[config.mk]
export PLATFORM = sky130hd
export DESIGN_NAME = baud_cfg_ctrl
export DESIGN_NICKNAME = d
export VERILOG_FILES = /design/src/rtl/baud_cfg_ctrl.sv
export SDC_FILE = /design/constraint.sdc
export NUM_CORES = 1
export LEC_CHECK = 0
export CELL_PAD_IN_SITES_DETAIL_PLACEMENT = 0
export CELL_PAD_IN_SITES_GLOBAL_PLACEMENT = 1
export CORE_UTILIZATION = 40
export DETAILED_ROUTE_END_ITERATION = 10
export MAX_ROUTING_LAYER = met4
export PLACE_DENSITY = 0.88
export SYNTH_ARGS = -nofsm -noshare
export SYNTH_HDL_FRONTEND = slang
export SYNTH_SLANG_ARGS = --single-unit
[constraint.sdc]
create_clock -name clk -period 2.63 [get_ports clk]
set_clock_uncertainty 0.1 [all_clocks]
set_input_delay 0.263 -clock clk [delete_from_list [all_inputs] [get_ports clk]]
set_output_delay 0.263 -clock clk [all_outputs]
set_load 0.03 [all_outputs]
[src/rtl/baud_cfg_ctrl.sv]
// Sequences run-time baud-rate changes into the UART tick generator:
// drain in-flight frames, apply the new code, wait for tick re-alignment, then ack.
module baud_cfg_ctrl #(
   parameter int BAUD_W       = 17,
   parameter int DEFAULT_BAUD = 9600,
   parameter int SETTLE_TICKS = 2,
   parameter int DRAIN_TO     = 200000,
   parameter int DRAIN_W      = 18
) (
   input  logic              clk,
   input  logic              reset,
   input  logic              cfg_req,
   input  logic [BAUD_W-1:0] cfg_baud,
   output logic              cfg_ack,
   output logic              cfg_err,
   output logic              busy,
   output logic              hold,
   input  logic              tx_busy,
   input  logic              rx_busy,
   input  logic              tx_tick,
   output logic [BAUD_W-1:0] baud_rate
);

   localparam int TICK_W = $clog2(SETTLE_TICKS + 1);

   typedef enum logic [2:0] {
      S_IDLE   = 3'd0,
      S_DRAIN  = 3'd1,
      S_APPLY  = 3'd2,
      S_SETTLE = 3'd3,
      S_DONE   = 3'd4
   } state_t;

   state_t              state_q, state_d;
   logic [BAUD_W-1:0]   baud_q, baud_d;
   logic [BAUD_W-1:0]   pend_q, pend_d;
   logic [DRAIN_W-1:0]  drain_q, drain_d;
   logic [TICK_W-1:0]   tick_q, tick_d;
   logic                ack_q, ack_d;
   logic                err_q, err_d;
   logic                hold_q, hold_d;
   logic                busy_q, busy_d;

   function automatic logic is_supported(input logic [BAUD_W-1:0] code);
      logic ok;
      case (32'(code))
         32'd4800, 32'd9600, 32'd14400, 32'd19200,
         32'd38400, 32'd57600, 32'd115200, 32'd128000: ok = 1'b1;
         default:                                      ok = 1'b0;
      endcase
      return ok;
   endfunction

   // Next-state and registered-output computation.
   always_comb begin
      state_d = state_q;
      baud_d  = baud_q;
      pend_d  = pend_q;
      drain_d = drain_q;
      tick_d  = tick_q;
      ack_d   = 1'b0;
      err_d   = 1'b0;
      hold_d  = hold_q;
      busy_d  = busy_q;
      case (state_q)
         // DONE already shows busy=0, so a request there is handled as from IDLE
         S_IDLE, S_DONE: begin
            state_d = S_IDLE;
            hold_d  = 1'b0;
            busy_d  = 1'b0;
            if (cfg_req) begin
               if (!is_supported(cfg_baud)) begin
                  err_d = 1'b1;
               end else if (cfg_baud == baud_q) begin
                  ack_d = 1'b1;
               end else begin
                  pend_d  = cfg_baud;
                  drain_d = DRAIN_W'(0);
                  state_d = S_DRAIN;
                  hold_d  = 1'b1;
                  busy_d  = 1'b1;
               end
            end else begin
               pend_d = pend_q;
            end
         end
         S_DRAIN: begin
            if (!tx_busy && !rx_busy) begin
               state_d = S_APPLY;
            end else if (drain_q == DRAIN_W'(DRAIN_TO - 1)) begin
               err_d   = 1'b1;
               hold_d  = 1'b0;
               busy_d  = 1'b0;
               state_d = S_IDLE;
            end else begin
               drain_d = drain_q + DRAIN_W'(1);
            end
         end
         S_APPLY: begin
            baud_d  = pend_q;
            tick_d  = TICK_W'(0);
            state_d = S_SETTLE;
         end
         S_SETTLE: begin
            if (tx_tick) begin
               if (tick_q == TICK_W'(SETTLE_TICKS - 1)) begin
                  state_d = S_DONE;
                  ack_d   = 1'b1;
                  hold_d  = 1'b0;
                  busy_d  = 1'b0;
               end else begin
                  tick_d = tick_q + TICK_W'(1);
               end
            end else begin
               tick_d = tick_q;
            end
         end
         default: begin
            state_d = S_IDLE;
            hold_d  = 1'b0;
            busy_d  = 1'b0;
         end
      endcase
      // a request while busy is rejected without touching the change in flight
      err_d = err_d | (cfg_req & busy_q);
   end

   // State and output registers with synchronous reset.
   always_ff @(posedge clk) begin
      if (reset) begin
         state_q <= S_IDLE;
         baud_q  <= BAUD_W'(DEFAULT_BAUD);
         pend_q  <= BAUD_W'(DEFAULT_BAUD);
         drain_q <= DRAIN_W'(0);
         tick_q  <= TICK_W'(0);
         ack_q   <= 1'b0;
         err_q   <= 1'b0;
         hold_q  <= 1'b0;
         busy_q  <= 1'b0;
      end else begin
         state_q <= state_d;
         baud_q  <= baud_d;
         pend_q  <= pend_d;
         drain_q <= drain_d;
         tick_q  <= tick_d;
         ack_q   <= ack_d;
         err_q   <= err_d;
         hold_q  <= hold_d;
         busy_q  <= busy_d;
      end
   end

   assign cfg_ack   = ack_q;
   assign cfg_err   = err_q;
   assign busy      = busy_q;
   assign hold      = hold_q;
   assign baud_rate = baud_q;

endmodule
## After elaboration in Yosys (flattened, before gate mapping)

Index checks and enable logic that the tools add are counted.
W data, S select, Z words.

- $add $sub $neg: 2
- Equal/unequal tests: 25
- Mux-type cells: 39
- Bitwise gates (word level): 4
- Reduce and logical (&&, ||, !) cells: 13

Operators by type and width:

| operator | number |
|---|---|
| $mux W18 | 5 |
| $pmux W18 S2 | 1 |
| $eq A17 B14 Y1 const B | 2 |
| $eq A17 B16 Y1 const B | 2 |
| $eq A17 B17 Y1 const B | 2 |
| $mux W1 | 22 |
| $add A18 B1 Y18 const B | 1 |
| $eq A18 B18 Y1 const B | 1 |
| $ne A2 B2 Y1 const B | 9 |
| $eq A17 B13 Y1 const B | 1 |
| $eq A17 B15 Y1 const B | 1 |
| $eq A17 B17 Y1 | 1 |
| $mux W3 | 4 |
| $pmux W3 S4 | 1 |
| $reduce_or A8 Y1 | 1 |
| $eq A3 B2 Y1 const B | 2 |
| $reduce_and A3 Y1 | 2 |
| $reduce_and A6 Y1 | 1 |
| $reduce_and A5 Y1 | 1 |
| $mux W2 | 2 |
| $pmux W1 S2 | 2 |
| $pmux W1 S4 | 1 |
| $pmux W2 S2 | 1 |
| $reduce_and A4 Y1 | 1 |
| 13 further kinds | 16 |

- Register bits: 60
- Input bits: 23
- Output and inout port bits: 21
- Logic and storage cells: 91

## Longest topological paths before layout

Gate-level depths: netlist of run 1.

- Word-level depth: 9
- Mapped depth: 10
- Gate-level depth less buffers: 7

## Worst setup path before layout of run 1

Ideal clock, no wire load.

- Path kind: reg2reg
- Start point: register drain_q[2]
- End point: register drain_q[1]
- Library setup time: 0.128 ns
- Arrival time: 1.836 ns
- Required time: 2.402 ns
- Setup slack: 0.567 ns
- Cell stages (with the launch flop): 11
- Buffers on the path: 3
- Clock period less this slack: 2.063 ns
- Cell sequence: dfxtp_1 > and4_1 > buf_2 > nand2_2 > nor3_2 > o21ai_1 > a31oi_4 > buf_4 > buf_6 > mux2i_1 > nor2_1

- Longest elaborated chain between the ends: 3

RTL lines:

| what | line | source |
|---|---|---|
| start, declared | 37 | `logic [DRAIN_W-1:0] drain_q, drain_d;` |
| start signal, assigned | 144 | `drain_q <= drain_d;` |
| $eq A18 B18 Y1 | 90 | `end else if (drain_q == DRAIN_W'(DRAIN_TO - 1)) begin` |
| $ne A2 B2 Y1 (no source line) | -- |  |
| $reduce_and A6 Y1 (no source line) | -- |  |

No other way between the ends.
A chain may end at the register's enable or synchronous reset.

## Final worst setup path of run 1

- Start point: input cfg_baud[12]
- End point: register drain_q[0]

- Longest elaborated chain between the ends: 7
- Elaborated cells between the ends (all ways): 16
- Those cells by class: eq/ne (11); mux (3); reduce/logical (2)

RTL lines:

| what | line | source |
|---|---|---|
| start, declared | 13 | `input logic [BAUD_W-1:0] cfg_baud,` |
| $eq A17 B13 Y1 (tied with other cells) | 46 | `case (32'(code))` |
| $reduce_or A8 Y1 | 46 |  |
| $mux W1 | 46 |  |
| $mux W1 | 71 | `if (cfg_req) begin` |
| $mux W1 | 65 | `case (state_q)` |
| $ne A2 B2 Y1 (no source line) | -- |  |
| $reduce_and A6 Y1 (no source line) * | -- |  |

Every way passes the cells marked *; elsewhere a longest branch is shown, timed or not. The select of a mux whose other input is x is not followed.

==> results.toml, run 1 <==
[grt]
overflow = 0
antenna_found_initial = 0
grt_pass1_wl_microns = 11550
grt_max_degree = 20
grt_pass1_vias = 2497
grt_usage_pct = 20.41

[clock_tree]
insertion_delay_ns = 0.34
cts_resized = 0
clkTransAtPathRegs_ns = 0.06
htree_levels = 3
cts_made_buffers = 9
cts-root-buf = "clkbuf_8"
tritoncts = "built"
cts_buffer_depth = 2
cts_hold_buf = 0
cts_sinks = 60
cts_setup_buffers = 0

[sta]
maxSlewViolCount = 0
final-setup-viol-count = 0
tns_ns = 0
rsz0062_at_grt = "no"
hold-worst-slack_ns = 0.3483
worstMarginPinSlew_ns = 0.4810
fin_crit_ns = 2.318
timing.slew.headroom_pct = 67.82
timing.fmax_mhz = 431.3
finalCritPeriodShare_pct = 88.15
finalHoldViolations = 0

[job]
maxCapViolCount = 0

[yosys]
synth.most_common_cell = "dfxtp_1"
synth_cell_type_count = 48
synth_area_leaders = "dfxtp_1 42%, nand2_1 7.6%, a21oi_1 6.6%, nand3_1 3.8%, xnor2_1 3.6%"
synth_seq_cells = 60
syn_area_sq_um = 2883
synth_top_area_cell = "dfxtp_1"
synth_common_cells = "60 x dfxtp_1, 58 x nand2_1, 38 x a21oi_1"
synth_top_area_share_pct = 41.67
syn_avg_cell_area_sq_um = 8.213
seq_area_frac_synth_pct = 41.67
yosys_warnings = 0
async_flop_share_pct = 0
synth_edf_count = 0
synth_fp_nets = 376
synthCells = 351
synth_ff_type = "dfxtp_1"

[critical_path]
startpoint_type = "input pin"
cp-end-kind = "register"
cp.depth = 10
critical-path-top-delay-family = "buffers and inverters"
worst-path-buf-inv = 3
cp.required_ns = 2.76
cpPeakStageDelay_ns = 0.58
cp_slowest_cell = "clkdlybuf4s50_1"
crit_path_cell_trace = "clkdlybuf4s50_1 -> and4bb_1 -> a32oi_1 -> o22ai_2 -> a31o_4 -> a31oi_4 -> buf_4 -> buf_4 -> xor2_1 -> nor2_1"
critPathArrivalTime_ns = 2.45
cp_common_cell = "buf_4"
r2r_cells = 9
worst-path-max-fanout = 12
worstSetupPathType = "in2reg"

[route]
drt_pass1_iterations = 4
ant_nets = 0
drt_iter0_markers = 105
post_drt_wl_per_cell_microns = 13.55
routed_wl_microns = 6991
vias = 2674
drc = 0
vias_per_cell = 5.182

[placed_design]
port_buffers = 43
place.gp.congestion = 0.8853
dp_hpwl_microns = 5024
dp.cells = 500

[layout]
diodes = 0
syn_to_final_growth_pct = 30.73
fin_cells = 516
nNetsFinal = 440
layout-drive-gt1-share_pct = 13.33

[floorplanning]
start_util_pct = 41.97
core_area_sq_um = 6869
ios = 44
die_x_microns = 86.90
rows = 30
dieArea_sq_um = 7551
die_h_microns = 86.90

[power]
p_sw_share_pct = 22.45
ir_worst_vdd_mv = 0.4196
power.leakage_nw = 1.330
p_int_w = 0.001464
p_sw_w = 0.0004238
pwr-share-clk_pct = 45.0
pwr-share-comb_pct = 6.9
p_seq_share_pct = 48.2
power_per_cell_area_nw_per_um2 = 500.9

[outcome]
status = "finished clean"

[min_path]
min_path_type = "reg2reg"
min_delay_path_depth = 2
[metrics by stage]
stage	util, %	total power, W	worst slack [ns]	instance area (sq um)
global placement	51.91	0.001059	-0.01455	3566
CTS	54.86	0.001912	0.3222	3769
finish	54.86	0.001888	0.3116	3769
floorplan	-	0.0009766	0.5667	2883
detailed placement	51.91	0.001059	-0.03138	3566
global route	54.86	0.001961	0.1080	3769
[power groups by stage]
stage	Combinational (W)	Clock, W	Sequential [W]
after global routing	0.000140	0.000913	0.000909
after detailed placement	0.000129	0	0.000930
after floorplan	0.0000449	0	0.000932
after global placement	0.000129	0	0.000930
final	0.000130	0.000849	0.000909
after CTS	0.000130	0.000873	0.000909
[final timing paths]
kind,startpoint,endpoint,slack [ns]
setup / recovery,cfg_baud[12],drain_q[0]$_SDFFE_PP0P_,0.31
hold / removal,pend_q[0]$_SDFFE_PP0P_,baud_rate[0]$_SDFFE_PP0P_,0.35
setup reg to reg,drain_q[0]$_SDFFE_PP0P_,drain_q[0]$_SDFFE_PP0P_,0.35
hold reg to reg,pend_q[0]$_SDFFE_PP0P_,baud_rate[0]$_SDFFE_PP0P_,0.35
[metal layers]
| layer | global-route usage, % | part of all wire (%) | up-vias |
|---|---|---|---|
| met4 | 8.788 | 2.0 | 0 |
| met2 | 33.07 | 49 | 38 |
| met3 | 4.834 | 3.7 | 15 |
| li1 | - | - | 1365 |
| met5 | - | 0 | - |
| met1 | 24.19 | 45 | 1256 |
[kinds of logic after synthesis]
group / after synthesis / share of synthesized area [%]
AND/OR/NAND/NOR: 173 / 31.77
AO/OA/AOI/OAI: 75 / 16.15
flip-flops: 60 / 41.67
buffers and inverters: 21 / 3.385
XOR/XNOR: 18 / 5.469
multiplexers: 2 / 0.6945
adder cells (fa/ha/maj): 2 / 0.8679
[worst register-to-register path, cell delays in order, from the launching register on]
cell	delay (ns)
dfxtp_1	0.41
ha_1	0.26
nand2_2	0.11
nor3_2	0.30
o21ai_1	0.17
a31oi_4	0.29
buf_4	0.23
buf_4	0.13
xor2_1	0.13
nor2_1	0.05
[area by class of cell]
type	count	area, sq um
fillers	644	3100
multi-input cells	270	1584
flip-flops and latches	60	1201
repair buffers	70	645.6
clock buffers	12	155.1
well taps	96	120.1
clock inverters	4	47.55
inverters	4	15.01
[cells in the final DEF (no fill, tap or decap), types with 3 or more instances in the layout]
master | Yosys | layout
a21oi_1 | 38 | 38
a31oi_1 | 8 | 8
and2_1 | 6 | 6
and4bb_1 | 3 | 3
buf_4 | 2 | 26
clkbuf_8 | 0 | 11
clkdlybuf4s50_1 | 0 | 43
dfxtp_1 | 60 | 60
inv_1 | 4 | 4
nand2_1 | 58 | 58
nand2b_1 | 5 | 5
nand3_1 | 22 | 22
nand3b_1 | 7 | 7
nand4_1 | 7 | 7
nor2_1 | 23 | 23
nor2b_1 | 7 | 7
nor3_1 | 3 | 3
o21ai_0 | 8 | 8
o21ai_1 | 9 | 9
or2_2 | 5 | 5
or3_1 | 11 | 11
xnor2_1 | 12 | 12
xor2_1 | 6 | 6
[registers in the layout, summed over array words and instances, names as in the netlist]
| signal | cells |
|---|---|
| cfg_err | 1 |
| tick_q | 2 |
| pend_q | 17 |
| drain_q | 18 |
| state_q | 3 |
| busy | 1 |
| cfg_ack | 1 |
| baud_rate | 17 |
Power figures use the tool's default switching activity.
==> run 2, diff against run 1 <==
Clock period 2.63 ns to 2.3 ns, I/O delays scaled along.
==> results.toml, run 2 (synthesis results as in run 1) <==
[sta]
worstMarginPinSlew_ns = 0.4239
finalCritPeriodShare_pct = 95.93
finalHoldViolations = 0
tns_ns = 0
fin_crit_ns = 2.206
maxSlewViolCount = 0
hold-worst-slack_ns = 0.1436
timing.slew.headroom_pct = 71.65
timing.fmax_mhz = 453.2
final-setup-viol-count = 0

[placed_design]
port_buffers = 43
placed_area_sq_um = 3684
place.gp.congestion = 0.9169
dp_hpwl_microns = 5039

[route]
vias_per_cell = 5.238
vias = 2797
ant_nets = 0
drt_iter0_markers = 131
drc = 0
routed_wl_microns = 7528
post_drt_wl_per_cell_microns = 14.10
drt_pass1_iterations = 4

[critical_path]
startpoint_type = "input pin"
cp.required_ns = 2.48
critPathArrivalTime_ns = 2.39
worstSetupPathType = "in2reg"
cp-end-kind = "register"
crit_path_cell_trace = "clkdlybuf4s50_1 -> nor4b_4 -> nand4b_1 -> o22ai_2 -> a31o_4 -> a31oi_4 -> buf_12 -> clkbuf_16 -> or3_1 -> a21oi_2"
worst-path-max-fanout = 5
regToRegSetupSlack_ns = 0.10
cp_slowest_cell = "clkdlybuf4s50_1"
cpPeakStageDelay_ns = 0.50

[grt]
grt_usage_pct = 21.27
grt_max_degree = 20
grt_pass1_wl_microns = 11980
grt_pass1_vias = 2638
antenna_found_initial = 0
overflow = 0

[clock_tree]
cts_buffer_depth = 2
tritoncts = "built"
htree_levels = 3
cts-root-buf = "clkbuf_8"
clkTransAtPathRegs_ns = 0.07
cts_made_buffers = 9
cts_sinks = 60
insertion_delay_ns = 0.35

[layout]
nNetsFinal = 458
diodes = 0
syn_to_final_growth_pct = 44.10
final_area_sq_um = 4154
layout-drive-gt1-share_pct = 21.00
largest_register = "drain_q"
fillCellCount = 619
final_cell_mix = "58 x nand2_1, 58 x dfxtp_1, 37 x buf_4, 34 x a21oi_1, 31 x clkdlybuf4s50_1"
largest_register_ffs = 18

[floorplanning]
start_util_pct = 41.97
ios = 44
dieArea_sq_um = 7551
die_h_microns = 86.90
rows = 30
die_x_microns = 86.90
core_area_sq_um = 6869

[power]
ir_worst_vdd_mv = 0.3356
power.leakage_nw = 1.625
power_per_cell_area_nw_per_um2 = 575.8

[outcome]
status = "finished clean"

[min_path]
min_path_type = "in2reg"

[job]
maxCapViolCount = 0
[run 2: critical path: cells and delay by family]
kind                   cells  cell delay (ns)
AOI/OAI and AO/OA          4             0.60
buffers and inverters      3             0.80
and+or+nand+nor            3             0.75
[run 2: final cells by class]
cell class	count	area (sq um)	share of cell area, %
Tap cell	96	120.1	2.892
Multi-Input combinational cell	271	1694	40.78
Inverter	4	15.01	0.3614
Clock inverter	7	123.9	2.982
Sequential cell	60	1206	29.04
Clock buffer	9	123.9	2.982
Timing Repair Buffer	87	870.8	20.96
[run 2: path summary, 6_finish.rpt]
check,startpoint,end,depth (start not counted)
worst min-delay path,cfg_baud[14],pend_q[14]$_SDFFE_PP0P_,3
worst max register to register,drain_q[8]$_SDFFE_PP0P_,drain_q[17]$_SDFFE_PP0P_,10
worst max-delay path,cfg_baud[15],drain_q[11]$_SDFFE_PP0P_,10
worst min register to register,pend_q[13]$_SDFFE_PP1P_,pend_q[13]$_SDFFE_PP1P_,2
[run 2: per-layer routing]
metal / wire [microns] / up-vias / part of all wire, % / GRT usage (%)
li1: - / 1407 / - / -
met2: 3746 / 69 / 50 / 34.79
met1: 3240 / 1304 / 43 / 25.09
met4: 190 / 0 / 2.5 / 10.15
met3: 349 / 17 / 4.6 / 4.171
met5: 0 / - / 0 / -
[run 2: where the power goes]
part	internal, W	switching (W)	total (W)
combinational	0.0000860	0.0000776	0.000164
sequential	0.00104	0.000000208	0.00104
clock	0.000726	0.000464	0.00119
[run 2: stage by stage]
| step | instances | util, % | total power [W] | worst slack [ns] |
|---|---|---|---|---|
| 4_1_cts | 530 | 57.23 | 0.002401 | 0.03560 |
| 5_1_grt | 534 | 60.47 | 0.002454 | -0.02049 |
| 6_report | 534 | 60.47 | 0.002392 | 0.09352 |
| 2_1_floorplan | 351 | - | 0.001117 | 0.2367 |
| 3_3_place_gp | 514 | 53.62 | 0.001218 | -0.3332 |
| 3_5_place_dp | 514 | 53.62 | 0.001219 | -0.3239 |
[run 2: repair_timing]
action / 4_1_cts / 5_1_grt
hold buffers: 0 / 0
resized for setup: 0 / 36
buffers inserted: 0 / 2
endpoints found under the setup margin: 0 / 31
